### src/rtl/fp32_pkg.sv
// Shared fp32 field widths, divider state encoding, and the result payload.
package fp32_pkg;

  localparam int unsigned WORD_W  = 32;
  localparam int unsigned EXP_W   = 8;
  localparam int unsigned FRAC_W  = 23;
  localparam int unsigned MANT_W  = 24;
  localparam int unsigned QBITS   = 26;
  localparam int unsigned ETMP_W  = 10;
  localparam int unsigned CNT_W   = 5;
  localparam int unsigned BIAS    = 127;
  localparam int unsigned EXP_MAX = 255;

  typedef enum logic [1:0] {IDLE, CALC, ROUND, DONE} state_t;

  typedef struct packed {
    logic              sign;
    logic [EXP_W-1:0]  exp;
    logic [FRAC_W-1:0] frac;
  } fp32_t;

  typedef struct packed {
    logic              sign;
    logic [EXP_W-1:0]  exponent;
    logic [FRAC_W-1:0] mantissa;
    logic              div_by_zero;
    logic              overflow;
    logic              underflow;
  } div_res_t;

  function automatic fp32_t fp32_unpack(input logic [WORD_W-1:0] word);
    fp32_t f;
    f = word;
    return f;
  endfunction

endpackage

### src/rtl/ieee754_divider_seq_if.sv
// Operand and result handshake bundle for the sequential fp32 divider.
interface ieee754_divider_seq_if;
  import fp32_pkg::*;

  logic              in_valid;
  logic              in_ready;
  logic [WORD_W-1:0] Number1;
  logic [WORD_W-1:0] Number2;
  logic              out_valid;
  logic              out_ready;
  logic              sign;
  logic [EXP_W-1:0]  Exponent;
  logic [FRAC_W-1:0] Mantissa;
  logic              div_by_zero;
  logic              overflow;
  logic              underflow;

  modport slave (
    input  in_valid, Number1, Number2, out_ready,
    output in_ready, out_valid, sign, Exponent, Mantissa, div_by_zero, overflow, underflow
  );

  modport master (
    output in_valid, Number1, Number2, out_ready,
    input  in_ready, out_valid, sign, Exponent, Mantissa, div_by_zero, overflow, underflow
  );
endinterface

### src/rtl/fp_round_ne.sv
// Round-to-nearest-even of a normalised quotient plus exponent range clamp.
module fp_round_ne
  import fp32_pkg::*;
(
  input  logic [FRAC_W-1:0]        frac,
  input  logic                     guard,
  input  logic                     sticky,
  input  logic signed [ETMP_W-1:0] exp_in,
  output logic [FRAC_W-1:0]        frac_c,
  output logic [EXP_W-1:0]         exp_c,
  output logic                     overflow_c,
  output logic                     underflow_c
);

  localparam logic signed [ETMP_W-1:0] EMAX_S = ETMP_W'(EXP_MAX);
  localparam logic signed [ETMP_W-1:0] ZERO_S = '0;

  logic                     inc;
  logic [FRAC_W:0]          sum;
  logic signed [ETMP_W-1:0] exp_adj;

  // A carry out of the fraction leaves it zero and bumps the exponent.
  always_comb begin
    inc         = guard & (sticky | frac[0]);
    sum         = {1'b0, frac} + (FRAC_W+1)'(inc);
    exp_adj     = exp_in + ETMP_W'(sum[FRAC_W]);
    overflow_c  = (exp_adj >= EMAX_S);
    underflow_c = !overflow_c && (exp_adj <= ZERO_S);
    exp_c       = '0;
    frac_c      = '0;
    if (overflow_c) begin
      exp_c = '1;
    end else if (!underflow_c) begin
      exp_c  = exp_adj[EXP_W-1:0];
      frac_c = sum[FRAC_W-1:0];
    end
  end

endmodule

### src/rtl/ieee754_divider_seq.sv
// Sequential fp32 divider: restoring shift-subtract, one quotient bit per clock.
module ieee754_divider_seq
  import fp32_pkg::*;
(
  input  logic                 clk,
  input  logic                 rst_n,
  ieee754_divider_seq_if.slave bus
);

  state_t                   state, state_n;
  div_res_t                 res_q, res_n;
  logic                     in_ready_q, out_valid_q;
  logic [QBITS-1:0]         rem_q, q_q, sub_c;
  logic [MANT_W-1:0]        div_q;
  logic signed [ETMP_W-1:0] etmp_q, nexp_c;
  logic [CNT_W-1:0]         cnt_q;
  logic                     sign_q, ge_c;
  logic [FRAC_W-1:0]        nfrac_c, rnd_frac_c;
  logic                     nguard_c, nsticky_c;
  logic [EXP_W-1:0]         rnd_exp_c;
  logic                     rnd_ovf_c, rnd_unf_c;
  fp32_t                    op1_c, op2_c;

  assign op1_c = fp32_unpack(bus.Number1);
  assign op2_c = fp32_unpack(bus.Number2);

  assign ge_c  = (rem_q >= QBITS'(div_q));
  assign sub_c = ge_c ? (rem_q - QBITS'(div_q)) : rem_q;

  // Normalise: a leading 0 in q means the quotient was below 1.0.
  always_comb begin
    if (q_q[QBITS-1]) begin
      nfrac_c   = q_q[QBITS-2:2];
      nguard_c  = q_q[1];
      nsticky_c = q_q[0] | (rem_q != '0);
      nexp_c    = etmp_q;
    end else begin
      nfrac_c   = q_q[QBITS-3:1];
      nguard_c  = q_q[0];
      nsticky_c = (rem_q != '0);
      nexp_c    = etmp_q - ETMP_W'(1);
    end
  end

  fp_round_ne u_round (
    .frac        (nfrac_c),
    .guard       (nguard_c),
    .sticky      (nsticky_c),
    .exp_in      (nexp_c),
    .frac_c      (rnd_frac_c),
    .exp_c       (rnd_exp_c),
    .overflow_c  (rnd_ovf_c),
    .underflow_c (rnd_unf_c)
  );

  always_ff @(posedge clk) begin
    if (!rst_n) state <= IDLE;
    else        state <= state_n;
  end

  // Result payload is only re-evaluated on the way into DONE.
  always_comb begin
    state_n = state;
    res_n   = res_q;
    case (state)
      IDLE: begin
        if (bus.in_valid) begin
          if (op2_c.exp == '0) begin
            res_n             = '0;
            res_n.sign        = op1_c.sign ^ op2_c.sign;
            res_n.exponent    = '1;
            res_n.div_by_zero = 1'b1;
            state_n           = DONE;
          end else if (op1_c.exp == '0) begin
            res_n      = '0;
            res_n.sign = op1_c.sign ^ op2_c.sign;
            state_n    = DONE;
          end else begin
            state_n = CALC;
          end
        end
      end
      CALC: begin
        if (cnt_q == CNT_W'(QBITS-1)) state_n = ROUND;
      end
      ROUND: begin
        res_n           = '0;
        res_n.sign      = sign_q;
        res_n.exponent  = rnd_exp_c;
        res_n.mantissa  = rnd_frac_c;
        res_n.overflow  = rnd_ovf_c;
        res_n.underflow = rnd_unf_c;
        state_n         = DONE;
      end
      DONE: begin
        if (bus.out_ready) state_n = IDLE;
      end
      default: state_n = IDLE;
    endcase
  end

  always_ff @(posedge clk) begin
    if (!rst_n) begin
      res_q       <= '0;
      in_ready_q  <= 1'b1;
      out_valid_q <= 1'b0;
    end else begin
      res_q       <= res_n;
      in_ready_q  <= (state_n == IDLE);
      out_valid_q <= (state_n == DONE);
    end
  end

  // Shift-subtract datapath; operands are latched on the accept edge.
  always_ff @(posedge clk) begin
    if (!rst_n) begin
      rem_q  <= '0;
      div_q  <= '0;
      q_q    <= '0;
      etmp_q <= '0;
      cnt_q  <= '0;
      sign_q <= 1'b0;
    end else begin
      case (state)
        IDLE: begin
          if (bus.in_valid) begin
            sign_q <= op1_c.sign ^ op2_c.sign;
            rem_q  <= QBITS'({1'b1, op1_c.frac});
            div_q  <= {1'b1, op2_c.frac};
            etmp_q <= ETMP_W'(op1_c.exp) - ETMP_W'(op2_c.exp) + ETMP_W'(BIAS);
            q_q    <= '0;
            cnt_q  <= '0;
          end
        end
        CALC: begin
          rem_q <= {sub_c[QBITS-2:0], 1'b0};
          q_q   <= {q_q[QBITS-2:0], ge_c};
          cnt_q <= cnt_q + CNT_W'(1);
        end
        default: ;
      endcase
    end
  end

  assign bus.in_ready    = in_ready_q;
  assign bus.out_valid   = out_valid_q;
  assign bus.sign        = res_q.sign;
  assign bus.Exponent    = res_q.exponent;
  assign bus.Mantissa    = res_q.mantissa;
  assign bus.div_by_zero = res_q.div_by_zero;
  assign bus.overflow    = res_q.overflow;
  assign bus.underflow   = res_q.underflow;

endmodule

### src/flat_wrapper.sv
// flat-port wrapper written by rule: the top's interface ports become plain ports
module ieee754_divider_seq_flat import fp32_pkg::*;
  (clk, rst_n, bus_in_valid, bus_Number1, bus_Number2, bus_out_ready, bus_in_ready, bus_out_valid, bus_sign, bus_Exponent, bus_Mantissa, bus_div_by_zero, bus_overflow, bus_underflow);
  ieee754_divider_seq_if bus_i ();
  input  logic clk;
  input  logic rst_n;
  input wire logic [$bits(bus_i.in_valid)-1:0] bus_in_valid;
  input wire logic [$bits(bus_i.Number1)-1:0] bus_Number1;
  input wire logic [$bits(bus_i.Number2)-1:0] bus_Number2;
  input wire logic [$bits(bus_i.out_ready)-1:0] bus_out_ready;
  output wire logic [$bits(bus_i.in_ready)-1:0] bus_in_ready;
  output wire logic [$bits(bus_i.out_valid)-1:0] bus_out_valid;
  output wire logic [$bits(bus_i.sign)-1:0] bus_sign;
  output wire logic [$bits(bus_i.Exponent)-1:0] bus_Exponent;
  output wire logic [$bits(bus_i.Mantissa)-1:0] bus_Mantissa;
  output wire logic [$bits(bus_i.div_by_zero)-1:0] bus_div_by_zero;
  output wire logic [$bits(bus_i.overflow)-1:0] bus_overflow;
  output wire logic [$bits(bus_i.underflow)-1:0] bus_underflow;
  assign bus_i.in_valid = bus_in_valid;
  assign bus_i.Number1 = bus_Number1;
  assign bus_i.Number2 = bus_Number2;
  assign bus_i.out_ready = bus_out_ready;
  assign bus_in_ready = bus_i.in_ready;
  assign bus_out_valid = bus_i.out_valid;
  assign bus_sign = bus_i.sign;
  assign bus_Exponent = bus_i.Exponent;
  assign bus_Mantissa = bus_i.Mantissa;
  assign bus_div_by_zero = bus_i.div_by_zero;
  assign bus_overflow = bus_i.overflow;
  assign bus_underflow = bus_i.underflow;
  ieee754_divider_seq u_core (.clk(clk), .rst_n(rst_n), .bus(bus_i));
endmodule
### config.mk
export PLATFORM = sky130hd
export DESIGN_NAME = ieee754_divider_seq_flat
export DESIGN_NICKNAME = d
export VERILOG_FILES = /design/src/rtl/fp32_pkg.sv /design/src/rtl/ieee754_divider_seq_if.sv /design/src/rtl/fp_round_ne.sv /design/src/rtl/ieee754_divider_seq.sv /design/src/flat_wrapper.sv
export SDC_FILE = /design/constraint.sdc
export NUM_CORES = 1
export LEC_CHECK = 0
export CAP_MARGIN = 20
export CORE_ASPECT_RATIO = 0.75
export CORE_MARGIN = 2
export CORE_UTILIZATION = 60
export DETAILED_ROUTE_END_ITERATION = 8
export PLACE_DENSITY = 0.85
export SETUP_SLACK_MARGIN = 0.15
export SLEW_MARGIN = 20
export SYNTH_ARGS = -nofsm -noshare
export SYNTH_HDL_FRONTEND = slang
export SYNTH_SLANG_ARGS = --single-unit
### constraint.sdc
create_clock -name clk -period 12.4 [get_ports clk]
set_input_delay 1.24 -clock clk [delete_from_list [all_inputs] [get_ports clk]]
set_output_delay 1.24 -clock clk [all_outputs]
set_load 0.02 [all_outputs]
# Word-level counts from Yosys, hierarchy flattened
# Cells that the tools add are included.
[op_classes] n_addsub=7 magnitude_cmp=3 eq_ne=7 muxes=25 n_bitwise=4 n_reduce_logical=12
[ops] operator="$mux 35" n=3
[ops] operator="$pmux 26 s2" n=2
[ops] operator="$pmux 35 s2" n=1
[ops] operator="$mux 23" n=3
[ops] operator="$mux 26" n=2
[ops] operator="$ge 26x24->1" n=1
[ops] operator="$reduce_bool 26->1" n=1
[ops] operator="$mux 25" n=1
[ops] operator="$sub 25x24->25" n=1
[ops] operator="$add 23x1->24" n=1
[ops] operator="$logic_not 8->1" n=2
[ops] operator="$mux 8" n=2
[ops] operator="$add 10x1->10" n=1
[ops] operator="$add 10x7->10 const B" n=1
[ops] operator="$ge 10x9->1 const B" n=1
[ops] operator="$le 10x1->1 const B" n=1
[ops] operator="$mux 10" n=1
[ops] operator="$mux 2" n=5
[ops] operator="$pmux 5 s2" n=1
[ops] operator="$sub 10x2->10 const B" n=1
[ops] operator="$sub 8x8->9" n=1
[ops] operator="$pmux 2 s4" n=1
[ops] operator="$eq 2x2->1 const B" n=3
[ops] operator="$add 5x1->5 const B" n=1
[ops] operator="other kinds (15)" n=20
[totals] ff_bits=131 output_inout_bits=37

# Logic depth before layout (Yosys ltp)
[logic_depth] word_depth=13 ltp_mapped=21 ltp_nobuf=17

# By module
# From an unflattened synthesis, not the netlist that was laid out.
[hier_totals] hier_cells=1144 hier_area_um2=8758.4
[by_module_without_submodules] mod="ieee754_divider_seq" instances=1 cells_each=987 area_each_um2=7591.0 seq_area_each_um2=2622.5
[by_module_without_submodules] mod="fp_round_ne" instances=1 cells_each=157 area_each_um2=1167.4 seq_area_each_um2=0.0

# Worst setup path before layout
# No wires, ideal clock.
[synth_timing] path_kind="reg2reg" from="register u_core.q_q[25]" to="register u_core.res_q (netlist bit u_core.bus.Mantissa[22])" setup_time_ns=0.117 t_arrival_ns=4.150 required_time_ns=12.283 slack_ns=8.133 stages_incl_launch_ff=17 path_buffers=6 synth_period_minus_slack_ns=4.267 path_cell_list="dfxtp_1 > clkbuf_1 > clkbuf_1 > buf_1 > clkbuf_1 > buf_1 > nand2_1 > a21boi_0 > ha_1 > nand3_1 > nor3_1 > and4b_1 > and4_1 > clkbuf_1 > nor2b_1 > nand4_1 > a32o_1"
[synth_via] elab_chain_cells=11 elab_cells_between_ends=15 cone_classes="2 x add/sub; 2 x order compare; 7 x mux; 2 x bitwise; 2 x reduce/logical"
[synth_rtl] element="from (decl)" line_no="ieee754_divider_seq.sv:13" source="logic [QBITS-1:0] rem_q, q_q, sub_c;"
[synth_rtl] element="from (signal assigned)" line_no="ieee754_divider_seq.sv:137" source="q_q <= {q_q[QBITS-2:0], ge_c};"
[synth_rtl] element="$mux 1 or $mux 23 (tied branches)" line_no="ieee754_divider_seq.sv:32" source="if (q_q[QBITS-1]) begin"
[synth_rtl] element="$or 1x1->1" line_no="fp_round_ne.sv:24" source="inc = guard & (sticky | frac[0]);"
[synth_rtl] element="$and 1x1->1" line_no="fp_round_ne.sv:24"
[synth_rtl] element="$add 23x1->24" line_no="fp_round_ne.sv:25" source="sum = {1'b0, frac} + (FRAC_W+1)'(inc);"
[synth_rtl] element="$add 10x1->10" line_no="fp_round_ne.sv:26" source="exp_adj = exp_in + ETMP_W'(sum[FRAC_W]);"
[synth_rtl] element="$ge 10x9->1" line_no="fp_round_ne.sv:27" source="overflow_c = (exp_adj >= EMAX_S);"
[synth_rtl] element="$logic_not 1->1" line_no="fp_round_ne.sv:28" source="underflow_c = !overflow_c && (exp_adj <= ZERO_S);"
[synth_rtl] element="$logic_and 1x1->1" line_no="fp_round_ne.sv:28"
[synth_rtl] element="$mux 23" line_no="fp_round_ne.sv:33" source="end else if (!underflow_c) begin"
[synth_rtl] element="$mux 23 (*)" line_no="fp_round_ne.sv:31" source="if (overflow_c) begin"
[synth_rtl] element="$pmux 35 s2 (*)" line_no="ieee754_divider_seq.sv:65" source="case (state)"
[synth_rtl] element="to (signal assigned)" line_no="ieee754_divider_seq.sv:108" source="res_q <= res_n;"
[synth_rtl] element="to (decl)" line_no="ieee754_divider_seq.sv:11" source="div_res_t res_q, res_n;"
# Every way passes the cells marked *; elsewhere a longest branch is shown, timed or not.
# A chain may end at the register's enable or synchronous reset.

# Final worst setup path
[layout_timing] from="register u_core.q_q[25]" to="register u_core.res_q (netlist bit u_core.bus.Mantissa[15])"
# Same word-level chain as after synthesis.

==> out/summary.md <==
The flow ran to the end, and the final reports show no timing, DRC or antenna violations. The type of element launching the critical path was a register. Total power for the finished layout comes to 1.368 mW. The post-synthesis share of cell area spent on xor and xnor gates works out to 0.05989. Cell at the slowest stage of the critical path: sky130_fd_sc_hd__nor4b_2. For the total nets after synthesis, the log shows 1134.

The number of global-route vias before repair is 7283, and the initial antenna violation count is 0. The switching power is 0.4372 mW, and the top-level port count is 105. After clock tree synthesis, the flow added hold-fix buffers numbering 0.

The post-detailed-route wirelength per cell was 15.90 µm. For the timing-limited maximum frequency, the log shows 0.1888 GHz. Clock-pin slew was measured on the worst setup and hold paths at 60 ps. For the worst-skew pair, the clock arrives at the later sink with an insertion delay of 420 ps. The count of pins over their slew limit was 0; the number of instances in the synthesized netlist was 1025. For the pin with the worst max-slew slack, the measured transition is 974.9 ps. The antenna cell count came out at 0. The proportion of power drawn by flip-flops and latches came out at 0.342.

The area share of fa/ha/maj cells after synthesis works out to 0.06351. The synthesized netlist occupies a cell area of 0.008314 mm². Setup violations remaining at the end of the flow were counted as 0.

The most used flip-flop cell after synthesis is sky130_fd_sc_hd__dfxtp_1. Mux share of post-synthesis cell area: 0.02468. The critical path in this run is classified as register to register. The core region is 0.01361 mm². Entering global routing, the biggest net connects 103 pins.

Buffers added to address setup during post-CTS repair amount to 0. Sorting the synthesized cells by area gives the leading types as sky130_fd_sc_hd__dfxtp_1, sky130_fd_sc_hd__ha_1, sky130_fd_sc_hd__nand2_1. For the number of instances resized during post-cts repair, the log shows 0.

The area growth from synthesis to layout is 19.98%. The worst-case IR drop observed on VDD is 105.6 µV. The overall routing resource usage was 0.2778; the number of design-rule violations left by the first detailed-router iteration was 571.

After the last flow step, the layout net total stands at 1198. The clock tree synthesis step divided the H-tree into 4 levels. From left edge to right edge, the die measures 139.9 µm.

The share of total power in the clock network was 0.372; the number of buffer and inverter instances along the worst setup path was 3. For the worst setup path, the data arrival time is 5660 ps. Broken down by cell family, the worst path's largest delay share belongs to simple AND/OR/NAND/NOR gates. The share of final-layout standard cells stronger than drive strength 1 came out at 0.06080. Detailed routing inserted a total of 7773 vias. Switching fraction of total power: 0.3195.

The die covers 0.01482 mm². Cell internal power was estimated by the tool at 0.9311 mW. The tools report the number of hold-slack violations in the final timing report as 0. Largest fanout on the critical path: 68.

The post-route minimum period came out at 5298 ps. For this run, the slowest stage of the critical path takes 530 ps. After global routing the overflow that remains totals 0. The relative max-transition margin came out at 0.3476. Counting instances in the post-synthesis netlist gives the leading cell types as sky130_fd_sc_hd__dfxtp_1, sky130_fd_sc_hd__nand2_1, sky130_fd_sc_hd__a21oi_1, sky130_fd_sc_hd__clkbuf_1, sky130_fd_sc_hd__inv_1. Before antenna repair, the detailed router went through 5 iterations. For the data required time at the worst endpoint, the log shows 12760 ps.

For the placed wire-length estimate, the log shows 13840 µm. The run gives 0 as the Yosys warning count. Number of I/O port buffers: 104.

The first global-routing pass estimated 34510 µm of wire. For the sequential area share after synthesis, the log shows 0.3154. The worst setup path is captured at a register. The run gives 7.306 ps as the worst setup skew after layout. By instance count, the leading cell after synthesis is sky130_fd_sc_hd__dfxtp_1. The run gives 131 as the count of clock tree sinks. The register bit count reported by yosys is 131. The logs give 0.6109 for the initial core utilization and 20310 µm for the aggregate routed wire length.

Setup repair after global routing left no endpoint under its margin. The main combinational cell family by area after synthesis is compound AO/OA/AOI/OAI gates. The fraction of post-synthesis cell area in the top cell type by area works out to 0.3154. The congestion estimate from routability-driven global placement came to 0.8884. Count of placed standard cells in the final layout, fillers left out: 1277.

Number of synthesized flops with an enable pin: 0. The path class of the tightest hold or removal check is register to register. The tree is rooted in a sky130_fd_sc_hd__clkbuf_16. Power density over cell area: 137.2 mW/mm².

The vertical die dimension is 105.9 µm, and the final antenna-violating net count is 0. The count of cell types in the netlist came out at 77. The critical path goes through buf_4, nand2_1, a2111o_1, nor4b_2, and3_1, inv_1, nor2_1, nand2_1, nor2_1, ha_1, ha_1, and3b_1, nand3b_4, xor2_1, nor3_2, nor4_4, buf_4, a32o_1. The via density per instance was 6.087; the compound-cell area share of the yosys netlist was 0.2745. The final period utilization is 0.4273, and the simple logic cell fraction of the synthesized area is 0.2030.

Each instance of the synthesized netlist takes up on average 8.111 µm². The post-synthesis async set-or-reset flop share is 0. For the DRC violations left, the log shows 0.

For the leakage power, the log shows 3.817 nW. Counting tap cells, the placed design contains a total of 1244 instances. For the final routed database, the setup TNS stands at 0 ps. TritonCTS built the clock tree. The tool flagged a number of max-cap violations equal to 0. sky130_fd_sc_hd__dfxtp_1 takes more of the synthesized area than any other cell. The row count was 37. The number of clock buffers added by TritonCTS is 17.

The tools report the combinational fraction of design power as 0.286. Counting along the longest clock path gives a buffer depth of 2.
[cells by family after synthesis]
family / count (synthesis)
buffers and inverters: 125
AO/OA/AOI/OAI: 330
XOR/XNOR: 56
adder cells (fa/ha/maj): 41
flip-flops: 131
multiplexers: 19
AND/OR/NAND/NOR: 323
[power groups by stage]
stage / Sequential, mW / Clock, mW / Combinational [mW]
2_1_floorplan: 0.468 / 0 / 0.301
3_3_place_gp: 0.475 / 0 / 0.373
3_5_place_dp: 0.476 / 0 / 0.379
4_1_cts: 0.467 / 0.513 / 0.386
5_1_grt: 0.471 / 0.534 / 0.435
6_report: 0.468 / 0.509 / 0.391
[path summary, 6_finish.rpt]
path | startpoint | end | slack (ps) | cells after the start
min reg2reg | u_core.div_q[21] | u_core.div_q[21] | 470 | 2
max reg2reg | u_core.q_q[25] | u_core.bus.Mantissa[15] | 7100 | 18
min | u_core.div_q[21] | u_core.div_q[21] | 470 | 2
max | u_core.q_q[25] | u_core.bus.Mantissa[15] | 7100 | 18
[cells in the final DEF (no fill, tap or decap), types with 4 or more instances in the layout]
cell / n
sky130_fd_sc_hd__buf_4: 9
sky130_fd_sc_hd__nand2_1: 112
sky130_fd_sc_hd__or3_1: 4
sky130_fd_sc_hd__nor4_1: 15
sky130_fd_sc_hd__o21ai_0: 44
sky130_fd_sc_hd__a31oi_1: 7
sky130_fd_sc_hd__ha_1: 39
sky130_fd_sc_hd__nor3_1: 7
sky130_fd_sc_hd__o211a_1: 8
sky130_fd_sc_hd__xor2_1: 24
sky130_fd_sc_hd__a21o_1: 15
sky130_fd_sc_hd__a211oi_1: 16
sky130_fd_sc_hd__xnor2_1: 31
sky130_fd_sc_hd__a22o_1: 14
sky130_fd_sc_hd__a21oi_1: 79
sky130_fd_sc_hd__dfxtp_1: 130
sky130_fd_sc_hd__clkinvlp_4: 4
sky130_fd_sc_hd__a311oi_1: 8
sky130_fd_sc_hd__and2_1: 9
sky130_fd_sc_hd__clkdlybuf4s50_1: 103
sky130_fd_sc_hd__a21boi_0: 32
sky130_fd_sc_hd__a32o_1: 10
sky130_fd_sc_hd__inv_1: 57
sky130_fd_sc_hd__nand2b_1: 17
sky130_fd_sc_hd__o21a_1: 6
sky130_fd_sc_hd__clkbuf_8: 4
sky130_fd_sc_hd__mux2i_1: 16
sky130_fd_sc_hd__o21bai_1: 4
sky130_fd_sc_hd__nand3_1: 21
sky130_fd_sc_hd__o211ai_1: 16
sky130_fd_sc_hd__or2_2: 7
sky130_fd_sc_hd__a22oi_1: 26
sky130_fd_sc_hd__o221ai_1: 15
sky130_fd_sc_hd__nand4_1: 10
sky130_fd_sc_hd__and3_1: 11
sky130_fd_sc_hd__nor2b_1: 41
sky130_fd_sc_hd__clkbuf_16: 17
sky130_fd_sc_hd__nor2_1: 49
[through the flow]
step / setup WS (ps) / utilization / cell area, µm² / hold WS (ps)
6_report: 7102 / 0.7329 / 9976 / 465.7
5_1_grt: 6672 / 0.7329 / 9976 / 492.3
4_1_cts: 6934 / 0.7324 / 9968 / 467.7
3_5_place_dp: 6959 / 0.6878 / 9361 / 459.6
3_3_place_gp: 7162 / 0.6878 / 9361 / 454.6
2_1_floorplan: 8133 / - / 8314 / 443.5
[registers in the layout, indices dropped and copies added (netlist names), 2 cells and up]
register / count
u_core.rem_q: 26
u_core.bus.Mantissa: 23
u_core.q_q: 26
u_core.etmp_q: 10
u_core.state: 2
u_core.div_q: 24
u_core.bus.Exponent: 8
u_core.cnt_q: 5
[worst reg2reg max path: stages (launching register included)]
cell and delay (ps):
sky130_fd_sc_hd__dfxtp_2 310, sky130_fd_sc_hd__buf_4 520, sky130_fd_sc_hd__nand2_1 180, sky130_fd_sc_hd__a2111o_1 520, sky130_fd_sc_hd__nor4b_2 530, sky130_fd_sc_hd__and3_1 350, sky130_fd_sc_hd__inv_1 90, sky130_fd_sc_hd__nor2_1 260
sky130_fd_sc_hd__nand2_1 130, sky130_fd_sc_hd__nor2_1 140, sky130_fd_sc_hd__ha_1 220, sky130_fd_sc_hd__ha_1 200, sky130_fd_sc_hd__and3b_1 250, sky130_fd_sc_hd__nand3b_4 120, sky130_fd_sc_hd__xor2_1 390, sky130_fd_sc_hd__nor3_2 120
sky130_fd_sc_hd__nor4_4 450, sky130_fd_sc_hd__buf_4 310, sky130_fd_sc_hd__a32o_1 190
[routing by layer]
layer	share of wire	wire [µm]	vias up	GRT usage
li1	-	-	3821	-
met1	0.47	9530	3628	0.3912
met2	0.45	9084	292	0.4324
met3	0.068	1384	32	0.05360
met4	0.015	306	0	0.08857
met5	0	0	-	0
[final cells by class]
class	count	area (µm²)
multi-input combinational	769	5209
fill	1061	3635
sequential	131	2624
timing repair buffer	113	1104
clock buffer	21	480.5
tap	175	219.0
inverter	57	214.0
clock inverter	11	126.4
Note: power is estimated with default switching activity, not from simulation.
